File: src/rtl/div_sequencer_if.sv
// Request/response bundle between the EX-stage issue logic and the iterative divider.
interface div_sequencer_if #(
  parameter int XLEN = 32
);
  logic            flush;
  logic            start;
  logic [1:0]      opcode;
  logic [XLEN-1:0] dividend;
  logic [XLEN-1:0] divisor;
  logic            stall_req;
  logic            busy;
  logic            done;
  logic [XLEN-1:0] result;

  modport master (
    output flush, start, opcode, dividend, divisor,
    input  stall_req, busy, done, result
  );

  modport slave (
    input  flush, start, opcode, dividend, divisor,
    output stall_req, busy, done, result
  );
endinterface

File: src/rtl/div_sequencer.sv
// Iterative restoring divider for DIV/DIVU/REM/REMU.
// Produces one quotient bit per cycle, then applies sign fix-up.
module div_sequencer #(
  parameter int XLEN = 32
) (
  input logic           clk,
  input logic           rst,
  div_sequencer_if.slave bus
);

  typedef enum logic [1:0] {S_IDLE, S_CALC, S_FIX, S_DONE} state_t;

  localparam logic [5:0]      CNT_INIT = 6'(XLEN - 1);
  localparam logic [XLEN-1:0] INT_MIN  = {1'b1, {(XLEN-1){1'b0}}};

  state_t          r_state, w_next;
  logic [5:0]      r_cnt;
  logic [XLEN-1:0] r_quo, r_rem, r_dvs, r_result;
  logic            r_neg_q, r_neg_r, r_is_rem;

  logic            w_signed, w_div0, w_ovf, w_accept;
  logic            w_busy, w_done, w_ge;
  logic [XLEN:0]   w_shift, w_diff;
  logic signed [XLEN-1:0] w_dvd_s, w_dvs_s;

  function automatic logic [XLEN-1:0] f_mag(input logic signed [XLEN-1:0] v,
                                            input logic sgn);
    return (sgn && v[XLEN-1]) ? XLEN'(-v) : XLEN'(v);
  endfunction

  function automatic logic [XLEN-1:0] f_apply_sign(input logic [XLEN-1:0] v,
                                                   input logic neg);
    return neg ? (~v + 1'b1) : v;
  endfunction

  assign w_dvd_s  = signed'(bus.dividend);
  assign w_dvs_s  = signed'(bus.divisor);
  assign w_signed = ~bus.opcode[0];
  assign w_div0   = (bus.divisor == '0);
  assign w_ovf    = w_signed && (bus.dividend == INT_MIN) && (bus.divisor == '1);
  assign w_accept = (r_state == S_IDLE) && bus.start && !bus.flush;

  // One restoring step: shift in next dividend bit, keep the difference if no borrow.
  assign w_shift = {r_rem, r_quo[XLEN-1]};
  assign w_diff  = w_shift - {1'b0, r_dvs};
  assign w_ge    = ~w_diff[XLEN];

  always_ff @(posedge clk) begin
    if (rst) r_state <= S_IDLE;
    else     r_state <= w_next;
  end

  always_comb begin
    w_next = r_state;
    case (r_state)
      S_IDLE: if (w_accept) w_next = (w_div0 || w_ovf) ? S_DONE : S_CALC;
      S_CALC: if (r_cnt == '0) w_next = S_FIX;
      S_FIX:  w_next = S_DONE;
      S_DONE: w_next = S_IDLE;
      default: w_next = S_IDLE;
    endcase
    if (bus.flush) w_next = S_IDLE;
  end

  always_comb begin
    w_busy = 1'b0;
    w_done = 1'b0;
    case (r_state)
      S_CALC, S_FIX: w_busy = 1'b1;
      S_DONE:        w_done = 1'b1;
      default: ;
    endcase
  end

  assign bus.busy      = w_busy;
  assign bus.done      = w_done;
  assign bus.stall_req = bus.start & ~w_done & ~bus.flush;
  assign bus.result    = r_result;

  // Datapath: operands are captured once in IDLE; result is written only on entry to DONE.
  always_ff @(posedge clk) begin
    if (rst) begin
      r_cnt    <= '0;
      r_quo    <= '0;
      r_rem    <= '0;
      r_dvs    <= '0;
      r_result <= '0;
      r_neg_q  <= 1'b0;
      r_neg_r  <= 1'b0;
      r_is_rem <= 1'b0;
    end else if (!bus.flush) begin
      case (r_state)
        S_IDLE: if (bus.start) begin
          r_is_rem <= bus.opcode[1];
          if (w_div0) begin
            r_result <= bus.opcode[1] ? bus.dividend : '1;
          end else if (w_ovf) begin
            r_result <= bus.opcode[1] ? '0 : bus.dividend;
          end else begin
            r_quo   <= f_mag(w_dvd_s, w_signed);
            r_dvs   <= f_mag(w_dvs_s, w_signed);
            r_rem   <= '0;
            r_cnt   <= CNT_INIT;
            r_neg_q <= w_signed && (bus.dividend[XLEN-1] ^ bus.divisor[XLEN-1]);
            r_neg_r <= w_signed && bus.dividend[XLEN-1];
          end
        end
        S_CALC: begin
          r_rem <= w_ge ? w_diff[XLEN-1:0] : w_shift[XLEN-1:0];
          r_quo <= {r_quo[XLEN-2:0], w_ge};
          r_cnt <= r_cnt - 1'b1;
        end
        S_FIX: begin
          r_result <= r_is_rem ? f_apply_sign(r_rem, r_neg_r)
                               : f_apply_sign(r_quo, r_neg_q);
        end
        default: ;
      endcase
    end
  end

endmodule

File: src/flat_wrapper.sv
// flat-port wrapper written by rule: the top's interface ports become plain ports
module div_sequencer_flat 
#(
  parameter int XLEN = 32
)
  (clk, rst, bus_flush, bus_start, bus_opcode, bus_dividend, bus_divisor, bus_stall_req, bus_busy, bus_done, bus_result);
  div_sequencer_if #(.XLEN(XLEN)) bus_i ();
  input logic clk;
  input logic rst;
  input wire logic [$bits(bus_i.flush)-1:0] bus_flush;
  input wire logic [$bits(bus_i.start)-1:0] bus_start;
  input wire logic [$bits(bus_i.opcode)-1:0] bus_opcode;
  input wire logic [$bits(bus_i.dividend)-1:0] bus_dividend;
  input wire logic [$bits(bus_i.divisor)-1:0] bus_divisor;
  output wire logic [$bits(bus_i.stall_req)-1:0] bus_stall_req;
  output wire logic [$bits(bus_i.busy)-1:0] bus_busy;
  output wire logic [$bits(bus_i.done)-1:0] bus_done;
  output wire logic [$bits(bus_i.result)-1:0] bus_result;
  assign bus_i.flush = bus_flush;
  assign bus_i.start = bus_start;
  assign bus_i.opcode = bus_opcode;
  assign bus_i.dividend = bus_dividend;
  assign bus_i.divisor = bus_divisor;
  assign bus_stall_req = bus_i.stall_req;
  assign bus_busy = bus_i.busy;
  assign bus_done = bus_i.done;
  assign bus_result = bus_i.result;
  div_sequencer #(.XLEN(XLEN)) u_core (.clk(clk), .rst(rst), .bus(bus_i));
endmodule
File: config.mk
export PLATFORM = sky130hd
export DESIGN_NAME = div_sequencer_flat
export DESIGN_NICKNAME = d
export VERILOG_FILES = /design/src/rtl/div_sequencer_if.sv /design/src/rtl/div_sequencer.sv /design/src/flat_wrapper.sv
export SDC_FILE = /design/constraint.sdc
export NUM_CORES = 1
export LEC_CHECK = 0
export CORE_UTILIZATION = 35
export CTS_CLUSTER_SIZE = 40
export DETAILED_ROUTE_END_ITERATION = 16
export PLACE_DENSITY = 0.61
export SYNTH_ARGS = -nofsm -noshare
export SYNTH_HDL_FRONTEND = slang
export SYNTH_SLANG_ARGS = --single-unit
File: constraint.sdc
create_clock -name clk -period 10.05 [get_ports clk]
set_input_delay 1.5075 -clock clk [delete_from_list [all_inputs] [get_ports clk]]
set_output_delay 1.5075 -clock clk [all_outputs]
set_load 0.1 [all_outputs]
==> results.cfg <==
[outcome]
outcome = finished, final reports clean

[grt]
use_met2 = 0.354
busiest_layer = met2
grt_pass1_wl_mm = 57.7
grtUsageMet3 = 0.0321
grt_pass1_vias = 10300
grt.overflow.total = 0
gr-usage-all-layers = 0.222
antenna_found_initial = 0
met1_usage = 0.313
grt_max_degree = 80

[clock_network]
cts_hold_buf = 0
post_cts_resize_count = 0
cts_made_buffers = 17
insertion_delay_ps = 430
cts_setup_buffers = 0
cts_tree = done
cts_max_level = 4
clkTransAtPathRegs_ps = 70
cts.path.max_buffers = 2
root_buffer = clkbuf_16
cts_sinks = 139

[floorplan]
initial_core_util = 0.360
placementRows = 64
core_area_um2 = 31000
die_area_um2 = 32600
pin_count = 105
die_height_um = 180
die_width_um = 180

[drt]
drc = 0
wl_per_cell_um = 18.3
vias = 11200
first_pass_iters = 5
drt_wl_total_mm = 36.7
first_iter_violations = 946
ant_nets = 0
viasPerCell = 5.61

[sta]
finalSetupTns_ps = 0
finalSetupViolCount = 0
max_slew_margin = 0.259
setup_slack_ps = 4830
final_max_slew_viol_count = 0
min_period_over_period = 0.520
finClkSkew_ps = 14.9
rsz0062_at_grt = no
period_needed_ps = 5220
fmax_ghz = 0.191
report.final.hold_viol_count = 0
worstMarginPinSlew_ps = 1110

[run]
cap_violations = 0

[yosys]
yosysMostFrequentCell = nand2_1
synthTopCellsByCount = nand2_1, nor2_1, a21oi_1, dfxtp_1, o21ai_0
yosys.area.top_type_share = 0.250
ys_top_cells_by_area = dfxtp_1, nand2_1, xnor2_1
synth_area_per_cell_um2 = 7.14
ys_ff_latch = 139
ys_async_sr_fraction = 0
syn_nets = 1675
yosys.area.top_type = dfxtp_1
ys_warn_count = 0
yosysSeqAreaShare = 0.250
synth_area_um2 = 11200
ys_types = 64
syn_inst = 1561
synth_edf_count = 0
synth_flop_cell = dfxtp_1

[setup_path]
path_buf_inv = 3
required_ps = 10330
slowest_stage = o41ai_4
rrSetupSlack_ps = 6200
start_kind = input pin
crit_path_end_kind = register
path_cells = clkdlybuf4s50_1 -> inv_1 -> ha_1 -> nor3b_1 -> nand2_1 -> or3_1 -> o41ai_4 -> a31oi_1 -> nor2_2 -> buf_4 -> o311ai_0 -> o21ai_0 -> nor2_1
endpoint = u_core.bus.result[7]
slowest_delay_ps = 710
cp_max_fo = 31
cp_top_family = simple AND/OR/NAND/NOR gates
cp-startpoint = bus_dividend[1]
r2r-end = u_core.r_rem[3]
worstPathArrival_ps = 5500
crit_type = in -> reg
r2r_start = u_core.r_rem[0]
cp.depth = 13
rr_worst_depth = 12

[place]
dp_worst_setup_slack_ps = 4430
io_buffers = 104
dp.cells = 1972
routabilityCongestion = 0.940
hpwl_mm = 27.7

[final_layout]
final_cells = 2004
fin_nets = 1709
final_util = 0.418
post_route_cells_drive_above_1_share = 0.0454
diodes = 0
area_delta_synth_final_pct = 16.3

[power_and_ir_drop]
irDropWorstVdd_mv = 0.130
p_leak_nw = 4.61
powerDensity_nw_per_um2 = 124

[min_path]
min_path_type = reg -> reg
holdCritStartpoint = u_core.bus.result[28]
[power by group]
group	switching [mW]	total, mW	leakage [nW]	internal (mW)
clock network	0.282	0.616	0.265	0.335
logic	0.234	0.384	3.21	0.150
registers	0.0298	0.604	1.13	0.574
total	0.546	1.60	4.61	1.06
[state kept, by name, indices dropped and copies added, names as in the netlist]
name               cells
u_core.bus.result     32
u_core.r_cnt           6
u_core.r_dvs          32
u_core.r_is_rem        1
u_core.r_neg_q         1
u_core.r_neg_r         1
u_core.r_quo          32
u_core.r_rem          32
u_core.r_state         2
[cell type report]
cell class                 instances  area, um^2
clock inverter                    13         108
sequential                       139        2780
clock buffer                      19         453
tap                              396         495
multi-input combinational       1254        7740
inverter                          64         240
timing repair buffer             119        1150
fill                            3193       18000
[worst min-delay path by stage]
stage | endpoint | cells after the start
4_1_cts | u_core.bus.result[28] | 2
3_3_place_gp | u_core.bus.result[20] | 2
5_1_grt | u_core.bus.result[29] | 2
3_5_place_dp | u_core.bus.result[28] | 2
2_1_floorplan | u_core.r_dvs[21] | 2
6_report | u_core.bus.result[28] | 2
[cells in the final DEF, fill, tap and decap left out, drive strengths merged, types with 17 or more instances in the layout]
cell type        n
nor2b           17
o211ai          28
clkbuf          19
ha              43
dfxtp          139
o21ai          133
inv             70
xor2            56
nor2           160
or3             22
mux2i           35
or4             18
nand2          210
o31ai           23
a211oi          52
xnor2           88
a21oi          142
nor3            32
clkdlybuf4s50  103
[metal layers]
| layer | wire (um) | up-vias |
|---|---|---|
| li1 | - | 5626 |
| met1 | 17800 | 5237 |
| met2 | 16300 | 342 |
| met3 | 1920 | 37 |
| met4 | 589 | 0 |
| met5 | 0 | - |
[worst min-delay path: stages, from the launching register on]
cell and delay, ps:
dfxtp_1 310, nand2_1 50, a21oi_1 50
[stage by stage]
stage / cell area [um^2] / hold slack, ps / power [mW]
final: 13000 / 453 / 1.60
after global routing: 13000 / 474 / 1.67
after CTS: 13000 / 457 / 1.61
after detailed placement: 12400 / 448 / 0.994
after global placement: 12400 / 446 / 0.992
after floorplan: 11200 / 450 / 0.872
[cells by family after synthesis]
family	after synthesis	share of synthesized area
AOI/OAI and AO/OA	470	0.261
buffers and inverters	168	0.0590
and+or+nand+nor	552	0.227
adders and majority gates	51	0.0563
muxes	37	0.0334
xor gates and xnor gates	144	0.113
DFF	139	0.250
No activity file was read; power rests on OpenSTA's default activity.
